===== config.mk =====
export PLATFORM = sky130hd
export DESIGN_NAME = score_board_flat
export DESIGN_NICKNAME = d
export VERILOG_FILES = /design/src/rtl/score_board_if.sv /design/src/rtl/score_board.sv /design/src/flat_wrapper.sv
export SDC_FILE = /design/constraint.sdc
export NUM_CORES = 1
export LEC_CHECK = 0
export ABC_CLOCK_PERIOD_IN_PS = 5050
export CAP_MARGIN = 20
export CORE_ASPECT_RATIO = 0.5
export CORE_MARGIN = 5
export CORE_UTILIZATION = 35
export DETAILED_ROUTE_END_ITERATION = 8
export PLACE_DENSITY = 0.56
export SYNTH_ARGS = -nofsm -noshare
export SYNTH_HDL_FRONTEND = slang
export SYNTH_SLANG_ARGS = --single-unit

===== constraint.sdc =====
create_clock -name clk -period 5.05 [get_ports clk]
set_clock_uncertainty 0.1 [all_clocks]
set_input_delay 0.505 -clock clk [delete_from_list [all_inputs] [get_ports clk]]
set_output_delay 0.505 -clock clk [all_outputs]
set_load 0.02 [all_outputs]

===== src/rtl/score_board_if.sv =====
// Goal/clear inputs and score/display outputs of the score board.
// The game stage drives the master side; the score board is the slave.
interface score_board_if;
    logic       clear;
    logic       goal_p1;
    logic       goal_p2;
    logic [3:0] p1_ones;
    logic [2:0] p1_tens;
    logic [3:0] p2_ones;
    logic [2:0] p2_tens;
    logic       game_over;
    logic [1:0] winner;
    logic [6:0] seg;
    logic [3:0] an;

    modport master (
        output clear, goal_p1, goal_p2,
        input  p1_ones, p1_tens, p2_ones, p2_tens, game_over, winner, seg, an
    );

    modport slave (
        input  clear, goal_p1, goal_p2,
        output p1_ones, p1_tens, p2_ones, p2_tens, game_over, winner, seg, an
    );
endinterface


===== src/rtl/score_board.sv =====
// Two-player BCD score keeper with win detection and a blinking
// four-digit multiplexed seven-segment display.
module score_board #(
    parameter int unsigned WIN_SCORE   = 7,
    parameter int unsigned REFRESH_DIV = 50000,
    parameter int unsigned LOCKOUT     = 1024,
    parameter int unsigned BLINK_DIV   = 8
) (
    input logic          clk,
    input logic          rst,
    score_board_if.slave bus
);
    localparam int unsigned LockW  = (LOCKOUT > 1) ? $clog2(LOCKOUT) : 1;
    localparam int unsigned RefW   = $clog2(REFRESH_DIV);
    localparam int unsigned BlinkW = (BLINK_DIV > 1) ? $clog2(BLINK_DIV) : 1;

    localparam logic [LockW-1:0]  LockLoad = LockW'(LOCKOUT - 1);
    localparam logic [RefW-1:0]   RefMax   = RefW'(REFRESH_DIV - 1);
    localparam logic [BlinkW-1:0] BlinkMax = BlinkW'(BLINK_DIV - 1);
    localparam logic [6:0]        WinBcd   = {3'(WIN_SCORE / 10), 4'(WIN_SCORE % 10)};

    typedef enum logic [0:0] {StPlay, StGameOver} state_e;

    state_e           state_q, state_d;
    logic [1:0]       winner_q, winner_d;
    logic [1:0]       goal_q, goal_prev_q;
    logic [1:0]       rise, cnt, hit;
    // Scores held as {tens[2:0], ones[3:0]}; index 0 is player 1.
    logic [6:0]       score_q [2];
    logic [6:0]       score_d [2];
    logic [LockW-1:0] lock_q [2];
    logic [LockW-1:0] lock_d [2];

    logic [RefW-1:0]   ref_q, ref_d;
    logic [1:0]        sel_q, sel_d;
    logic [BlinkW-1:0] blink_q, blink_d;
    logic              phase_q, phase_d;
    logic [3:0]        an_q, an_d;
    logic [6:0]        seg_q, seg_d;
    logic              ref_wrap, blank;
    logic [3:0]        digit;

    function automatic logic [6:0] bcd_inc(logic [6:0] s);
        if (s[3:0] == 4'd9) begin
            if (s[6:4] == 3'd7) return s;
            return {s[6:4] + 3'd1, 4'd0};
        end
        return {s[6:4], s[3:0] + 4'd1};
    endfunction

    function automatic logic [6:0] seg_pat(logic [3:0] d);
        logic [6:0] p;
        case (d)
            4'd0:    p = 7'b1000000;
            4'd1:    p = 7'b1111001;
            4'd2:    p = 7'b0100100;
            4'd3:    p = 7'b0110000;
            4'd4:    p = 7'b0011001;
            4'd5:    p = 7'b0010010;
            4'd6:    p = 7'b0000010;
            4'd7:    p = 7'b1111000;
            4'd8:    p = 7'b0000000;
            4'd9:    p = 7'b0010000;
            default: p = 7'b1111111;
        endcase
        return p;
    endfunction

    always_comb begin
        rise     = goal_q & ~goal_prev_q;
        cnt      = '0;
        hit      = '0;
        state_d  = state_q;
        winner_d = winner_q;
        for (int p = 0; p < 2; p++) begin
            cnt[p]     = rise[p] && (lock_q[p] == '0) && (state_q == StPlay) && !bus.clear;
            score_d[p] = cnt[p] ? bcd_inc(score_q[p]) : score_q[p];
            hit[p]     = cnt[p] && (score_d[p] == WinBcd);
            if (cnt[p])                lock_d[p] = LockLoad;
            else if (lock_q[p] != '0)  lock_d[p] = lock_q[p] - LockW'(1);
            else                       lock_d[p] = lock_q[p];
        end
        if (bus.clear) begin
            state_d  = StPlay;
            winner_d = 2'b00;
            for (int p = 0; p < 2; p++) begin
                score_d[p] = '0;
                lock_d[p]  = '0;
            end
        end else if (|hit) begin
            state_d  = StGameOver;
            winner_d = hit;
        end
    end

    always_ff @(posedge clk or posedge rst) begin
        if (rst) begin
            state_q     <= StPlay;
            winner_q    <= 2'b00;
            goal_q      <= 2'b00;
            goal_prev_q <= 2'b00;
            for (int p = 0; p < 2; p++) begin
                score_q[p] <= '0;
                lock_q[p]  <= '0;
            end
        end else begin
            state_q     <= state_d;
            winner_q    <= winner_d;
            goal_q      <= {bus.goal_p2, bus.goal_p1};
            goal_prev_q <= goal_q;
            for (int p = 0; p < 2; p++) begin
                score_q[p] <= score_d[p];
                lock_q[p]  <= lock_d[p];
            end
        end
    end

    always_comb begin
        ref_wrap = (ref_q == RefMax);
        ref_d    = ref_wrap ? '0 : ref_q + RefW'(1);
        sel_d    = ref_wrap ? sel_q - 2'd1 : sel_q;
        blink_d  = blink_q;
        phase_d  = phase_q;
        if (state_q != StGameOver) begin
            blink_d = '0;
            phase_d = 1'b0;
        end else if (ref_wrap && (sel_q == 2'd0)) begin
            if (blink_q == BlinkMax) begin
                blink_d = '0;
                phase_d = ~phase_q;
            end else begin
                blink_d = blink_q + BlinkW'(1);
            end
        end
        unique case (sel_d)
            2'd3:    digit = {1'b0, score_q[0][6:4]};
            2'd2:    digit = score_q[0][3:0];
            2'd1:    digit = {1'b0, score_q[1][6:4]};
            default: digit = score_q[1][3:0];
        endcase
        // Blank the loser's pair of digits; a tie (11) blanks nothing.
        blank = (state_q == StGameOver) && phase_q &&
                (((winner_q == 2'b01) && !sel_d[1]) || ((winner_q == 2'b10) && sel_d[1]));
        seg_d = blank ? 7'b1111111 : seg_pat(digit);
        an_d  = ~(4'b0001 << sel_d);
    end

    always_ff @(posedge clk or posedge rst) begin
        if (rst) begin
            ref_q   <= '0;
            sel_q   <= 2'd3;
            blink_q <= '0;
            phase_q <= 1'b0;
            an_q    <= 4'b0111;
            seg_q   <= 7'b1000000;
        end else begin
            ref_q   <= ref_d;
            sel_q   <= sel_d;
            blink_q <= blink_d;
            phase_q <= phase_d;
            an_q    <= an_d;
            seg_q   <= seg_d;
        end
    end

    assign bus.p1_ones   = score_q[0][3:0];
    assign bus.p1_tens   = score_q[0][6:4];
    assign bus.p2_ones   = score_q[1][3:0];
    assign bus.p2_tens   = score_q[1][6:4];
    assign bus.game_over = (state_q == StGameOver);
    assign bus.winner    = winner_q;
    assign bus.seg       = seg_q;
    assign bus.an        = an_q;
endmodule


===== src/flat_wrapper.sv =====
// flat-port wrapper written by rule: the top's interface ports become plain ports
module score_board_flat 
#(
    parameter int unsigned WIN_SCORE   = 7,
    parameter int unsigned REFRESH_DIV = 50000,
    parameter int unsigned LOCKOUT     = 1024,
    parameter int unsigned BLINK_DIV   = 8
)
  (clk, rst, bus_clear, bus_goal_p1, bus_goal_p2, bus_p1_ones, bus_p1_tens, bus_p2_ones, bus_p2_tens, bus_game_over, bus_winner, bus_seg, bus_an);
  score_board_if bus_i ();
  input logic clk;
  input logic rst;
  input wire logic [$bits(bus_i.clear)-1:0] bus_clear;
  input wire logic [$bits(bus_i.goal_p1)-1:0] bus_goal_p1;
  input wire logic [$bits(bus_i.goal_p2)-1:0] bus_goal_p2;
  output wire logic [$bits(bus_i.p1_ones)-1:0] bus_p1_ones;
  output wire logic [$bits(bus_i.p1_tens)-1:0] bus_p1_tens;
  output wire logic [$bits(bus_i.p2_ones)-1:0] bus_p2_ones;
  output wire logic [$bits(bus_i.p2_tens)-1:0] bus_p2_tens;
  output wire logic [$bits(bus_i.game_over)-1:0] bus_game_over;
  output wire logic [$bits(bus_i.winner)-1:0] bus_winner;
  output wire logic [$bits(bus_i.seg)-1:0] bus_seg;
  output wire logic [$bits(bus_i.an)-1:0] bus_an;
  assign bus_i.clear = bus_clear;
  assign bus_i.goal_p1 = bus_goal_p1;
  assign bus_i.goal_p2 = bus_goal_p2;
  assign bus_p1_ones = bus_i.p1_ones;
  assign bus_p1_tens = bus_i.p1_tens;
  assign bus_p2_ones = bus_i.p2_ones;
  assign bus_p2_tens = bus_i.p2_tens;
  assign bus_game_over = bus_i.game_over;
  assign bus_winner = bus_i.winner;
  assign bus_seg = bus_i.seg;
  assign bus_an = bus_i.an;
  score_board #(.WIN_SCORE(WIN_SCORE), .REFRESH_DIV(REFRESH_DIV), .LOCKOUT(LOCKOUT), .BLINK_DIV(BLINK_DIV)) u_core (.clk(clk), .rst(rst), .bus(bus_i));
endmodule

==> results.md <==
* Crit path cell chain: nor4_1 > nand4_1 > nor2_1 > a21oi_1 > a311oi_1
* Vias in the first global route at between 2000 and 3000
* Initial core utilization at 0.359
* Port bufs at 32
* Die width at 161 um
* Vias per cell at 5.10
* Post CTS Setup Buffer Count at 0
* Net Count, Synth at 417
* Reg-to-Reg Start: u_core.lock_q[3]$_DFFE_PP0P_
* Setup CP Type: flip-flop to flip-flop
* Total grt overflow at 0
* Synth unique cells at 52
* Final Setup Violations at 0
* Logic pwr share at 0.248
* Die extent in y at approximately 85 um
* Status: finished, final reports clean
* Worst Reg-to-Reg Cells at 5
* Post-DP HPWL at about 6000 um
* Cts hold-fix bufs at 0
* Post_cts resized at 0
* Inserted Diodes at 0
* CORE AREA at approximately 0.011 mm2
* Starting DRT DRC Count at between 150 and 200
* Slew @ Worst Pin at around 1.0 ns
* Top Ports at 33
* Top_reg_cell synth: dfrtp_1
* Synth Register Bits at between 70 and 80
* First-pass GRT wire length at 14400 um
* Synth-to-Final Area Change at 18.7%
* Layout cells sized above 1 at 0.0903
* Drt first pass iters at 4
* Clock Pin Slew Worst Setup and Hold Paths at 0.05 ns
* Crit path buf inv count at 0
* Register area share after synthesis at 0.469
* Final setup TNS at 0 ns
* Maxcap violations at 0
* Max-slew violations at 0
* Relative slew margins at 0.296
* DP Cell Count at ~560
* Die area at roughly 0.014 mm2
* Synthesis Warnings at 0
* Worst hold start: u_core.goal_q[0]$_DFF_PP0_
* Crit share post-route at 0.560
* Fill cells at approximately 1100
* GPL Wtd Cong at 0.809
* Synth Area in Adders at 0.0536
* VDD IR max at roughly 140 uV
* P_int at roughly 1.2 mW
* Clock Tree Root: clkbuf_16
* Leak at about 2 nW
* Synth Area in Compound Gates at 0.106
* Reg2reg setup slack at roughly 2.2 ns
* Fin. Hold Viols at 0
* Worst setup SP type: flip-flop
* Crit. path cell count at 5
* Combinational family with the most area after synthesis: simple AND/OR/NAND/NOR gates
* Clock power frac at 0.331
* Most frequent cells in the layout: dfrtp_1, nor2_1, clkdlybuf4s50_1
* CP arrival at approximately 3.0 ns
* CP delay by family, top: simple AND/OR/NAND/NOR gates
* Htree depth at 3
* Switch share at 0.309
* Post-route ant nets at 0
* Fmax at ~350 MHz
* Layout Utilization at 0.426
* Crit-path slowest cell: nor4_1
* Initial antenna violation count at 0
* Post-route DRC at 0
* Pwr dens at 375 mW/mm2
* Largest stage delay, worst path at 0.92 ns
* Mux cell area share after synthesis at 0.0584
* Largest net degree at the start of global routing at 39
* Clock buffer depth at 2
* WHS Endpoint: u_core.goal_prev_q[0]$_DFF_PP0_
* RSZ-0062 raised after global routing: false
* Hold Path Class: flip-flop to flip-flop
* Simple-Gate Fraction of Synth Area at 0.216
* Cell count after synthesis at 395
* Final std cells w/o fill at between 500 and 600
* Per-cell routed wire length at 14.3 um
* CP Max Fanout at 10
* CTS tree: yes
* CTS Buf Count at 9
* Commonest non-fill, non-tap cell in the layout: dfrtp_1
* Critical Path Sink Type: flip-flop
* Total GRT Usage at 0.129
* Final Routed Wirelength at around 8300 um
* P_sw at about 0.54 mW
* Period minus WS final at approximately 2.8 ns
* CTS Sinks at between 70 and 80
* Reg2Reg Capture Point: u_core.bus.p2_ones[2]$_DFF_PP0_
* Sequential Power Share at 0.421
* EDFF count, synth at 0
* Xor/xnor cell area share of the yosys netlist at 0.0662
* Row count at 27
* DR vias at 2945
* Post-Syn Area at 0.00397 mm2
* Later-pin clock latency in the skew report at around 0.33 ns
* Post-synth ARST share at 1.00
* WHS Path Cells at 0
* Post-layout nets at 449
* Data required time at the worst endpoint at 5.18 ns
* Avg Cell Area, Syn at 10.0 um2
-- power groups by stage --
stage          combinational (mW)  clock [mW]  sequential [mW]
2_1_floorplan               0.348           0            0.738
3_3_place_gp                0.435           0            0.752
3_5_place_dp                0.435           0            0.751
4_1_cts                     0.438       0.606            0.741
5_1_grt                     0.499       0.629            0.755
6_report                    0.438       0.583            0.743
-- worst register-to-register path, stage by stage, from the launching register on --
cell and delay [ns]:
dfrtp_1 0.43, nor4_1 0.92, nand4_1 0.63, nor2_1 0.31
a21oi_1 0.10, a311oi_1 0.25
-- metrics by stage --
stage	hold slack [ns]	total power, mW	worst slack (ns)	instance area (um2)
floorplan	0.246	1.09	2.11	3970
global placement	0.249	1.19	2.03	4440
detailed placement	0.262	1.19	1.99	4440
CTS	0.273	1.79	2.24	4710
global route	0.288	1.88	2.03	4710
finish	0.269	1.76	2.22	4710
-- how the worst max path moves through the flow --
stage,start,to
finish,u_core.lock_q[3]$_DFFE_PP0P_,u_core.bus.p2_ones[2]$_DFF_PP0_
floorplan,u_core.sel_q[0]$_DFF_PP1_,u_core.bus.seg[3]$_DFF_PP0_
CTS,u_core.ref_q[4]$_DFF_PP0_,u_core.bus.seg[3]$_DFF_PP0_
detailed placement,bus_clear,u_core.bus.p2_ones[2]$_DFF_PP0_
global route,u_core.lock_q[3]$_DFFE_PP0P_,u_core.bus.p2_ones[2]$_DFF_PP0_
global placement,bus_clear,u_core.bus.p2_ones[2]$_DFF_PP0_
-- kinds of logic after synthesis --
group,Yosys count
compound gates,72
xor+xnor,30
fa+ha+maj,17
buf+inv,32
flops,74
mux,15
simple gates,155
-- cell usage after synthesis, types with 12 or more instances --
library cell,n,share of area
xor2_1,15,0.033
nand2_1,29,0.027
inv_1,18,0.017
nor3_1,13,0.016
a21oi_1,25,0.032
o21ai_0,22,0.028
dfrtp_1,68,0.43
nor2_1,40,0.038
xnor2_1,15,0.033
ha_1,17,0.054
nand3_1,14,0.018
clkbuf_1,12,0.011
-- state kept, by name, indices dropped and copies added (netlist names), 3 cells and up --
| name | flops |
|---|---|
| u_core.lock_q | 20 |
| u_core.ref_q | 16 |
| u_core.bus.seg | 7 |
| u_core.bus.an | 4 |
| u_core.bus.p1_ones | 4 |
| u_core.bus.p2_ones | 4 |
| u_core.blink_q | 3 |
| u_core.bus.p1_tens | 3 |
| u_core.bus.p2_tens | 3 |
-- per-layer routing --
| metal | GRT usage | share of wire | vias to the layer above |
|---|---|---|---|
| li1 | - | - | 1480 |
| met1 | 0.176 | 0.50 | 1414 |
| met2 | 0.199 | 0.45 | 43 |
| met3 | 0.0398 | 0.035 | 8 |
| met4 | 0.0351 | 0.011 | 0 |
| met5 | 0 | 0 | - |
-- final cells by class --
cell class / count / area, um2 / share of cell area
Timing Repair Buffer: 35 / 343 / 0.0728
Sequential cell: 74 / 1860 / 0.395
Multi-Input combinational cell: 289 / 1980 / 0.422
Inverter: 18 / 67.6 / 0.0144
Clock buffer: 16 / 272 / 0.0577
Tap cell: 145 / 181 / 0.0385
(Power assumes the default switching activity.)
